<file path="src/rtl/msg_frame_rx_if.sv">
// msg_frame_rx_if: FIFO-side and OPB-side signals of the frame receiver
interface msg_frame_rx_if #(
  parameter int AW = 32,
  parameter int DW = 32
);
  logic          RX_FIFO_RD;
  logic [7:0]    RX_FIFO_DATA;
  logic          RX_FIFO_EMPTY;
  logic [AW-1:0] OPB_ADDR;
  logic [DW-1:0] OPB_DO;
  logic          OPB_WE;
  logic          OPB_RE;
  logic          OPB_ACK;
  logic          ERR_STB;
  logic [1:0]    ERR_CODE;
  logic          FRAME_OK;
  modport master (
    output RX_FIFO_RD, OPB_ADDR, OPB_DO, OPB_WE, OPB_RE, ERR_STB, ERR_CODE, FRAME_OK,
    input  RX_FIFO_DATA, RX_FIFO_EMPTY, OPB_ACK
  );
  modport slave (
    input  RX_FIFO_RD, OPB_ADDR, OPB_DO, OPB_WE, OPB_RE, ERR_STB, ERR_CODE, FRAME_OK,
    output RX_FIFO_DATA, RX_FIFO_EMPTY, OPB_ACK
  );
endinterface

</file>
<file path="src/rtl/msg_frame_rx.sv">
// msg_frame_rx: parses header|addr|data|csum|tail frames from a FWFT FIFO and issues OPB requests
module msg_frame_rx #(
  parameter int          ADDR_BYTES     = 4,
  parameter int          DATA_BYTES     = 4,
  parameter bit          CSUM_EN        = 1'b1,
  parameter logic [7:0]  HDR_WR         = 8'h5A,
  parameter logic [7:0]  HDR_RD         = 8'h5B,
  parameter int          TIMEOUT_CYCLES = 200000
) (
  input logic OPB_CLK,
  input logic OPB_RST,
  msg_frame_rx_if.master bus
);
  localparam int AW = 8 * ADDR_BYTES;
  localparam int DW = 8 * DATA_BYTES;
  localparam int TW = $clog2(TIMEOUT_CYCLES + 1);
  typedef enum logic [2:0] {HUNT, ADDR, DATA, CSUM, TAIL, ISSUE, WAIT, ERR} state_t;
  state_t        r_state;
  logic [7:0]    r_hdr;
  logic [7:0]    r_csum;
  logic [2:0]    r_cnt;
  logic [TW-1:0] r_to;
  logic [AW-1:0] r_addr;
  logic [DW-1:0] r_do;
  logic          r_we;
  logic          r_re;
  logic          r_err_stb;
  logic [1:0]    r_err_code;
  logic          r_frame_ok;
  logic          w_frame;
  logic          w_pop;
  logic          w_to;
  logic [7:0]    w_byte;
  assign w_frame = r_state inside {ADDR, DATA, CSUM, TAIL};
  assign w_pop   = !bus.RX_FIFO_EMPTY && (w_frame || r_state == HUNT);
  assign w_byte  = bus.RX_FIFO_DATA;
  // the idle cycle that would bring the counter to TIMEOUT_CYCLES-1 drops the frame; a pop on it wins
  assign w_to    = w_frame && !w_pop && r_to == TW'(TIMEOUT_CYCLES - 2);
  assign bus.RX_FIFO_RD = w_pop;
  assign bus.OPB_ADDR   = r_addr;
  assign bus.OPB_DO     = r_do;
  assign bus.OPB_WE     = r_we;
  assign bus.OPB_RE     = r_re;
  assign bus.ERR_STB    = r_err_stb;
  assign bus.ERR_CODE   = r_err_code;
  assign bus.FRAME_OK   = r_frame_ok;
  // frame parser, request handshake and error reporting; error pulses are raised on entry to ERR
  always_ff @(posedge OPB_CLK) begin
    if (OPB_RST) begin
      r_state    <= HUNT;
      r_hdr      <= '0;
      r_csum     <= '0;
      r_cnt      <= '0;
      r_to       <= '0;
      r_addr     <= '0;
      r_do       <= '0;
      r_we       <= 1'b0;
      r_re       <= 1'b0;
      r_err_stb  <= 1'b0;
      r_err_code <= '0;
      r_frame_ok <= 1'b0;
    end else begin
      r_err_stb  <= 1'b0;
      r_frame_ok <= 1'b0;
      r_to       <= (w_frame && !w_pop) ? r_to + TW'(1) : '0;
      if (w_to) begin
        r_state    <= ERR;
        r_err_stb  <= 1'b1;
        r_err_code <= 2'd2;
        r_cnt      <= '0;
      end else begin
        case (r_state)
          HUNT: if (w_pop && (w_byte == HDR_WR || w_byte == HDR_RD)) begin
            r_hdr   <= w_byte;
            r_csum  <= w_byte;
            r_state <= ADDR;
          end
          ADDR: if (w_pop) begin
            r_addr  <= AW'({r_addr, w_byte});
            r_csum  <= r_csum ^ w_byte;
            r_cnt   <= (r_cnt == 3'(ADDR_BYTES - 1)) ? 3'd0 : r_cnt + 3'd1;
            r_state <= (r_cnt == 3'(ADDR_BYTES - 1)) ? DATA : ADDR;
          end
          DATA: if (w_pop) begin
            r_do    <= DW'({r_do, w_byte});
            r_csum  <= r_csum ^ w_byte;
            r_cnt   <= (r_cnt == 3'(DATA_BYTES - 1)) ? 3'd0 : r_cnt + 3'd1;
            r_state <= (r_cnt != 3'(DATA_BYTES - 1)) ? DATA : CSUM_EN ? CSUM : TAIL;
          end
          CSUM: if (w_pop) begin
            r_state    <= (w_byte == r_csum) ? TAIL : ERR;
            r_err_stb  <= (w_byte != r_csum);
            r_err_code <= (w_byte == r_csum) ? r_err_code : 2'd3;
          end
          TAIL: if (w_pop) begin
            r_state    <= (w_byte == ~r_hdr) ? ISSUE : ERR;
            r_err_stb  <= (w_byte != ~r_hdr);
            r_err_code <= (w_byte == ~r_hdr) ? r_err_code : 2'd1;
          end
          ISSUE: begin
            r_we    <= (r_hdr == HDR_WR);
            r_re    <= (r_hdr == HDR_RD);
            r_state <= WAIT;
          end
          WAIT: if (bus.OPB_ACK) begin
            r_we       <= 1'b0;
            r_re       <= 1'b0;
            r_frame_ok <= 1'b1;
            r_state    <= HUNT;
          end
          ERR: begin
            r_cnt   <= '0;
            r_state <= HUNT;
          end
          default: r_state <= HUNT;
        endcase
      end
    end
  end
endmodule

</file>
<file path="src/flat_wrapper.sv">
// flat-port wrapper written by rule: the top's interface ports become plain ports
module msg_frame_rx_flat 
#(
  parameter int          ADDR_BYTES     = 4,
  parameter int          DATA_BYTES     = 4,
  parameter bit          CSUM_EN        = 1'b1,
  parameter logic [7:0]  HDR_WR         = 8'h5A,
  parameter logic [7:0]  HDR_RD         = 8'h5B,
  parameter int          TIMEOUT_CYCLES = 200000
)
  (OPB_CLK, OPB_RST, bus_RX_FIFO_RD, bus_OPB_ADDR, bus_OPB_DO, bus_OPB_WE, bus_OPB_RE, bus_ERR_STB, bus_ERR_CODE, bus_FRAME_OK, bus_RX_FIFO_DATA, bus_RX_FIFO_EMPTY, bus_OPB_ACK);
  msg_frame_rx_if #(.AW(32), .DW(32)) bus_i ();
  input logic OPB_CLK;
  input logic OPB_RST;
  output wire logic [$bits(bus_i.RX_FIFO_RD)-1:0] bus_RX_FIFO_RD;
  output wire logic [$bits(bus_i.OPB_ADDR)-1:0] bus_OPB_ADDR;
  output wire logic [$bits(bus_i.OPB_DO)-1:0] bus_OPB_DO;
  output wire logic [$bits(bus_i.OPB_WE)-1:0] bus_OPB_WE;
  output wire logic [$bits(bus_i.OPB_RE)-1:0] bus_OPB_RE;
  output wire logic [$bits(bus_i.ERR_STB)-1:0] bus_ERR_STB;
  output wire logic [$bits(bus_i.ERR_CODE)-1:0] bus_ERR_CODE;
  output wire logic [$bits(bus_i.FRAME_OK)-1:0] bus_FRAME_OK;
  input wire logic [$bits(bus_i.RX_FIFO_DATA)-1:0] bus_RX_FIFO_DATA;
  input wire logic [$bits(bus_i.RX_FIFO_EMPTY)-1:0] bus_RX_FIFO_EMPTY;
  input wire logic [$bits(bus_i.OPB_ACK)-1:0] bus_OPB_ACK;
  assign bus_RX_FIFO_RD = bus_i.RX_FIFO_RD;
  assign bus_OPB_ADDR = bus_i.OPB_ADDR;
  assign bus_OPB_DO = bus_i.OPB_DO;
  assign bus_OPB_WE = bus_i.OPB_WE;
  assign bus_OPB_RE = bus_i.OPB_RE;
  assign bus_ERR_STB = bus_i.ERR_STB;
  assign bus_ERR_CODE = bus_i.ERR_CODE;
  assign bus_FRAME_OK = bus_i.FRAME_OK;
  assign bus_i.RX_FIFO_DATA = bus_RX_FIFO_DATA;
  assign bus_i.RX_FIFO_EMPTY = bus_RX_FIFO_EMPTY;
  assign bus_i.OPB_ACK = bus_OPB_ACK;
  msg_frame_rx #(.ADDR_BYTES(ADDR_BYTES), .DATA_BYTES(DATA_BYTES), .CSUM_EN(CSUM_EN), .HDR_WR(HDR_WR), .HDR_RD(HDR_RD), .TIMEOUT_CYCLES(TIMEOUT_CYCLES)) u_core (.OPB_CLK(OPB_CLK), .OPB_RST(OPB_RST), .bus(bus_i));
endmodule
</file>
<file path="config.mk">
export PLATFORM = sky130hd
export DESIGN_NAME = msg_frame_rx_flat
export DESIGN_NICKNAME = d
export VERILOG_FILES = /design/src/rtl/msg_frame_rx_if.sv /design/src/rtl/msg_frame_rx.sv /design/src/flat_wrapper.sv
export SDC_FILE = /design/constraint.sdc
export NUM_CORES = 1
export LEC_CHECK = 0
export ABC_AREA = 1
export BUFFER_PORTS_ARGS = -buffer_cell sky130_fd_sc_hd__buf_2
export CORE_ASPECT_RATIO = 1.1
export CORE_MARGIN = 2
export CORE_UTILIZATION = 60
export DETAILED_ROUTE_END_ITERATION = 16
export GPL_TIMING_DRIVEN = 0
export PLACE_DENSITY = 0.95
export SYNTH_ARGS = -nofsm -noshare
export SYNTH_HDL_FRONTEND = slang
export SYNTH_SLANG_ARGS = --single-unit
export TNS_END_PERCENT = 5
</file>
<file path="constraint.sdc">
create_clock -name OPB_CLK -period 2.6 [get_ports OPB_CLK]
set_input_delay 0.65 -clock OPB_CLK [delete_from_list [all_inputs] [get_ports OPB_CLK]]
set_output_delay 0.65 -clock OPB_CLK [all_outputs]
set_load 0.05 [all_outputs]
</file>
==> impl_metrics.json, run 1 <==
{
  "synth_most_common_cell": "nor2_1",
  "cts.sinks": 110,
  "dr.pass1.iters": 6,
  "dp_hpwl_um": 9020,
  "cp.required_ns": 1.95,
  "yosys.area.top_type_share": 0.454,
  "holdBufCountCts": 0,
  "synthDistinctLibCells": 36,
  "syn_to_final_growth_pct": 15.3,
  "antenna_found_initial": 0,
  "worstMarginPinSlew_ns": 0.510,
  "min_path_cells": 2,
  "cts_tree": "done",
  "ys_async_sr_fraction": 0,
  "switching_share": 0.311,
  "intPower_uw": 2360,
  "power.share.clock": 0.312,
  "crit_type": "reg -> out",
  "synth-main-ff-cell": "dfxtp_1",
  "seqPwrFrac": 0.525,
  "grt_usage": 0.275,
  "synth_edf_count": 0,
  "die_x_um": 89.8,
  "finalCoreUtilization": 0.711,
  "fp.dieH_um": 98.3,
  "clk_latency_ns": 0.38,
  "nNetsFinal": 778,
  "relSlewSlack": 0.660,
  "r2r_cells": 6,
  "p_per_area_mw_per_mm2": 612,
  "endpoint_kind": "output port",
  "grt_pass1_vias": 4459,
  "synth_top_family_by_area": "simple AND/OR/NAND/NOR gates",
  "synth.area.top_cells": "dfxtp_1, nor2_1, o21ai_0, nand2_1, a21oi_1",
  "cts-resized-gates": 0,
  "multiInputGateArea_sq_mm": 0.00226,
  "portBuffers": 81,
  "synth_area_per_cell_sq_um": 7.23,
  "synthXorXnorAreaFrac": 0.00722,
  "ios": 83,
  "final_hold_viol_count": 0,
  "crit_path_start_kind": "flop",
  "synthMuxAreaShare": 0,
  "start_util": 0.617,
  "min_path_type": "reg -> reg",
  "grt_max_degree": 20,
  "antenna-diode-count": 0,
  "die-area_sq_mm": 0.00883,
  "cts_root_buffer": "clkbuf_8",
  "yosys.area.top_type": "dfxtp_1",
  "synth_compound_area_frac": 0.160,
  "register_area_sq_mm": 0.00220,
  "fmax_ghz": 0.479,
  "leakage_uw": 0.00269,
  "max_cap_viol_count": 0,
  "syn_inst": 671,
  "yosys_register_bits": 110,
  "totalWireLength_um": 12300,
  "slew_violations": 0,
  "drive_above_1_share": 0.197,
  "syn-cell-area_sq_mm": 0.00485,
  "fin_area_sq_mm": 0.00560,
  "drtIter0Drc": 354,
  "post_drt_via_cell_ratio": 5.54,
  "rsz0062_at_grt": "no",
  "synthAdderAreaFrac": 0.00773,
  "design.core.area_sq_mm": 0.00787,
  "setup_slack_ns": 0.513,
  "rows": 34,
  "ir_drop_mv": 0.360,
  "cts_setup_buffers": 0,
  "numCtsBuffers": 9,
  "path_max_fanout": 8,
  "dp_slack_ns": 0.434,
  "vias": 4851,
  "p_comb_frac": 0.163,
  "grt_pass1_wl_um": 20200,
  "timing.setup.tns_ns": 0,
  "synthTopCellsByCount": "nor2_1, dfxtp_1, nand2_1",
  "ys_warn_count": 0,
  "placed_area_sq_mm": 0.00540,
  "cp.arrival_ns": 1.44,
  "clkTransAtPathRegs_ns": 0.11,
  "switching_power_uw": 1070,
  "wire_per_inst_um": 14.1,
  "whs_ns": 0.461,
  "status": "complete, no violations",
  "finalSetupViolations": 0,
  "ant_nets": 0,
  "layout_min_cycle_time_ns": 2.09,
  "nFillCells": 606,
  "htreeDepth": 3,
  "synth_nets": 686,
  "drc_errors": 0,
  "finalCritPeriodShare": 0.803,
  "gp_congestion": 0.933,
  "synth-simple-area-share": 0.292,
  "grt_overflow_total": 0,
  "worst_clock_skew_ns": 0.0118,
  "ys_seq_area_frac": 0.454,
  "clk_path_buf_depth": 2
}
## layer usage
layer | routed length (um) | part of all wire | vias up | GRT usage
met4 | 341 | 0.028 | 0 | 0.112
met2 | 6250 | 0.51 | 219 | 0.509
met3 | 809 | 0.066 | 40 | 0.0417
met1 | 4930 | 0.40 | 2232 | 0.316
li1 | - | - | 2360 | -
met5 | 0 | 0 | - | 0
## worst max-delay path: stages (launching register included)
cell	delay, ns
dfxtp_1	0.40
inv_2	0.20
nor2_2	0.07
nor2_2	0.11
buf_2	0.28
## area by class of cell
cell class	count	share of cell area
clock inverter	6	0.0136
inverter	65	0.0440
tap	108	0.0241
multi-input combinational	470	0.404
buffer	26	0.0253
sequential	110	0.393
clock buffer	10	0.0228
timing repair buffer	81	0.0724
## cells in the final DEF, fill, tap and decap left out, types with 2 or more instances in the layout
cell / count
dfxtp_1: 110
clkinv_4: 2
buf_2: 91
or2_0: 2
nor3_1: 13
a21oi_1: 49
nand2_2: 5
clkbuf_1: 12
o21ai_0: 86
nor2_2: 6
xor2_1: 3
nand3_1: 25
ha_1: 3
nand4_1: 12
a21oi_2: 7
inv_6: 2
buf_6: 4
nor2_4: 4
inv_1: 59
nor2_1: 127
clkbuf_8: 9
inv_2: 4
o21ai_2: 2
nand2_1: 110
nand2_4: 3
or2_2: 3
## worst paths after layout
path                     startpoint                      end  slack (ns)
max               u_core.r_state[2]           bus_RX_FIFO_RD        0.51
min          u_core.bus.ERR_CODE[0]   u_core.bus.ERR_CODE[0]        0.46
max reg2reg       u_core.r_state[2]  u_core.bus.OPB_ADDR[29]        0.92
min reg2reg  u_core.bus.ERR_CODE[0]   u_core.bus.ERR_CODE[0]        0.46
## power by group through the flow
| stage | registers (uW) | logic [uW] | clock network [uW] |
|---|---|---|---|
| floorplan | 1980 | 268 | 0 |
| global placement | 1830 | 527 | 0 |
| detailed placement | 1840 | 548 | 0 |
| CTS | 1800 | 553 | 1070 |
| global route | 1810 | 600 | 1130 |
| finish | 1800 | 560 | 1070 |
## registers in the layout, indices dropped and copies added (netlist names)
signal,flops
u_core.bus.OPB_RE,1
u_core.bus.ERR_CODE,2
u_core.bus.OPB_ADDR,32
u_core.bus.ERR_STB,1
u_core.r_to,18
u_core.r_cnt,3
u_core.r_hdr,8
u_core.bus.OPB_DO,32
u_core.bus.OPB_WE,1
u_core.r_csum,8
u_core.bus.FRAME_OK,1
u_core.r_state,3
## cell families after synthesis
logic type / after synthesis
simple gates: 316
compound gates: 147
flops: 110
buf+inv: 91
xor+xnor: 4
fa+ha+maj: 3
## metrics by stage
stage / power (uW) / instances
2_1_floorplan: 2240 / 671
3_3_place_gp: 2360 / 860
3_5_place_dp: 2380 / 860
4_1_cts: 3420 / 876
5_1_grt: 3540 / 876
6_report: 3430 / 876
No activity file was read; power rests on OpenSTA's default activity.
==> inputs of run 2 (changes only) <==
- CORE_UTILIZATION: 60 -> 50
- PLACE_DENSITY: 0.95 -> 0.86
- clock period: 2.6 -> 1.8 ns (I/O delays scaled with it)
==> run 2 against run 1 <==
Worst hold slack got worse by 0.14 ns; utilization decreased by 11 points; clock skew increased by 0.0097 ns.
==> impl_metrics.json, run 2 (same netlist as run 1, synthesis figures left out) <==
{
  "portBuffers": 81,
  "cp_slowest_cell": "dfxtp_1",
  "nFillCells": 853,
  "rsz0062_at_grt": "no",
  "r2r_cells": 11,
  "crit_path_cell_trace": "buf_6, nor2_4, nor2_2, nor2_2, buf_6",
  "placed_area_sq_mm": 0.00541,
  "post_drt_via_cell_ratio": 5.27,
  "clk_path_buf_depth": 2,
  "worst_clock_skew_ns": 0.0215,
  "numCtsBuffers": 9,
  "drtIter0Drc": 270,
  "antenna_found_initial": 0,
  "finalCritPeriodShare": 0.970,
  "path_max_fanout": 3,
  "fmax_ghz": 0.573,
  "antenna-diode-count": 0,
  "ios": 83,
  "rr_startpoint": "u_core.r_state[0]",
  "cp_num_cells": 5,
  "dp_hpwl_um": 8260,
  "cp-startpoint": "u_core.r_state[0]",
  "regToRegEndpoint": "u_core.r_state[0]",
  "cpPeakStageDelay_ns": 0.32,
  "mostFrequentLayoutCells": "nor2_1, nand2_1, dfxtp_1",
  "worstMarginPinSlew_ns": 0.566,
  "path_buf_inv": 2,
  "ant_nets": 0,
  "design.core.area_sq_mm": 0.00940,
  "gp_congestion": 0.895,
  "totalWireLength_um": 11400,
  "die-area_sq_mm": 0.0105,
  "fp.dieH_um": 107,
  "grt_usage": 0.218,
  "status": "complete, no violations",
  "min_path_type": "in -> reg",
  "cp.arrival_ns": 1.30,
  "vias": 4671,
  "endpoint_kind": "output port",
  "wire_per_inst_um": 12.9,
  "fin_area_sq_mm": 0.00564,
  "drc_errors": 0,
  "ir_drop_mv": 0.428,
  "grt_pass1_vias": 4178,
  "p_per_area_mw_per_mm2": 872,
  "r2r_slack_ns": 0.22,
  "nNetsFinal": 780,
  "final_common_cell": "nor2_1",
  "crit_type": "reg -> out",
  "whs_ns": 0.319,
  "relSlewSlack": 0.623,
  "dr.pass1.iters": 5,
  "cts_tree": "done",
  "clk_latency_ns": 0.39,
  "cts.sinks": 110,
  "holdBufCountCts": 0,
  "die_x_um": 98.0,
  "htreeDepth": 3,
  "grt_max_degree": 23,
  "slew_violations": 0,
  "endpoint": "bus_RX_FIFO_RD",
  "clkTransAtPathRegs_ns": 0.12,
  "cp.required_ns": 1.35,
  "grt_overflow_total": 0,
  "start_util": 0.517,
  "layout_min_cycle_time_ns": 1.75,
  "leakage_uw": 0.00271,
  "rows": 37,
  "syn_to_final_growth_pct": 16.2,
  "path_delay_family": "flip-flops",
  "finalSetupViolations": 0,
  "grt_pass1_wl_um": 18900,
  "cts_root_buffer": "clkbuf_8",
  "max_cap_viol_count": 0,
  "final_hold_viol_count": 0,
  "crit_path_start_kind": "flop",
  "drive_above_1_share": 0.203
}
-- run 2: changes by cell type in the layout (fill, tap and decap cells not counted) --
cell       before  now
dfxtp_1       110  108
clkinv_8        0    3
buf_2          91   90
inv_4           1    2
dfxtp_2         0    2
buf_4           0    2
inv_2           4    3
bufinv_16       1    0
clkbuf_1       12   11
buf_6           4    5
clkinv_4        2    1
-- run 2: timing repair --
| item | in CTS | in global routing |
|---|---|---|
| setup endpoints to repair | 1 | 1 |
| endpoints found under the hold margin | 0 | 0 |
| buffers inserted | 2 | 0 |
| gates resized for setup | 4 | 1 |
| pin swaps | 2 | 1 |
-- run 2: worst min path at each step --
stage                            from                     end  slack [ns]  cells after the start
6_report                  bus_OPB_ACK     u_core.bus.FRAME_OK        0.32                      3
5_1_grt                   bus_OPB_ACK     u_core.bus.FRAME_OK        0.32                      3
4_1_cts                   bus_OPB_ACK     u_core.bus.FRAME_OK        0.32                      3
3_5_place_dp   u_core.bus.ERR_CODE[0]  u_core.bus.ERR_CODE[0]        0.44                      2
3_3_place_gp   u_core.bus.ERR_CODE[0]  u_core.bus.ERR_CODE[0]        0.44                      2
2_1_floorplan        u_core.r_csum[3]        u_core.r_csum[3]        0.44                      2
-- run 2: area by class of cell --
cell class,instances,area (sq um),share of cell area
multi-input combinational,470,2260,0.401
sequential,110,2200,0.391
timing repair buffer,83,427,0.0756
inverter,65,249,0.0441
tap,117,146,0.0259
buffer,26,141,0.0251
clock buffer,9,124,0.0220
clock inverter,7,86.3,0.0153
-- run 2: per-layer routing --
metal	wire [um]	up-vias	track usage
li1	-	2357	-
met1	5090	2135	0.278
met2	5370	152	0.364
met3	714	27	0.0455
met4	256	0	0.0823
met5	0	-	0
-- run 2: per-stage QoR --
stage | TNS [ns] | setup slack, ns | power [uW] | instances | utilization
finish | 0 | 0.0541 | 4920 | 887 | 0.600
global route | 0 | 0.00164 | 5120 | 887 | 0.600
CTS | 0 | 0.00387 | 4930 | 887 | 0.600
detailed placement | -4.00 | -0.121 | 3430 | 869 | 0.575
global placement | -4.66 | -0.148 | 3420 | 869 | 0.575
floorplan | 0 | 0.0110 | 3240 | 671 | -
-- run 2: report_power, final --
group | internal (uW) | leakage [uW] | total, uW | switching, uW
sequential | 2530 | 0.000888 | 2600 | 65.8
clock | 561 | 0.000105 | 1530 | 970
combinational | 215 | 0.00171 | 793 | 578
total | 3310 | 0.00271 | 4920 | 1610
-- run 2: worst register-to-register path: stages, from the launching register on --
cell,delay (ns)
dfxtp_1,0.34
buf_6,0.10
buf_4,0.18
nor2_8,0.07
nand2_1,0.13
clkinv_1,0.10
nand2_1,0.08
nand2_1,0.06
inv_2,0.07
nand2_2,0.08
a21oi_1,0.18
a21oi_1,0.09
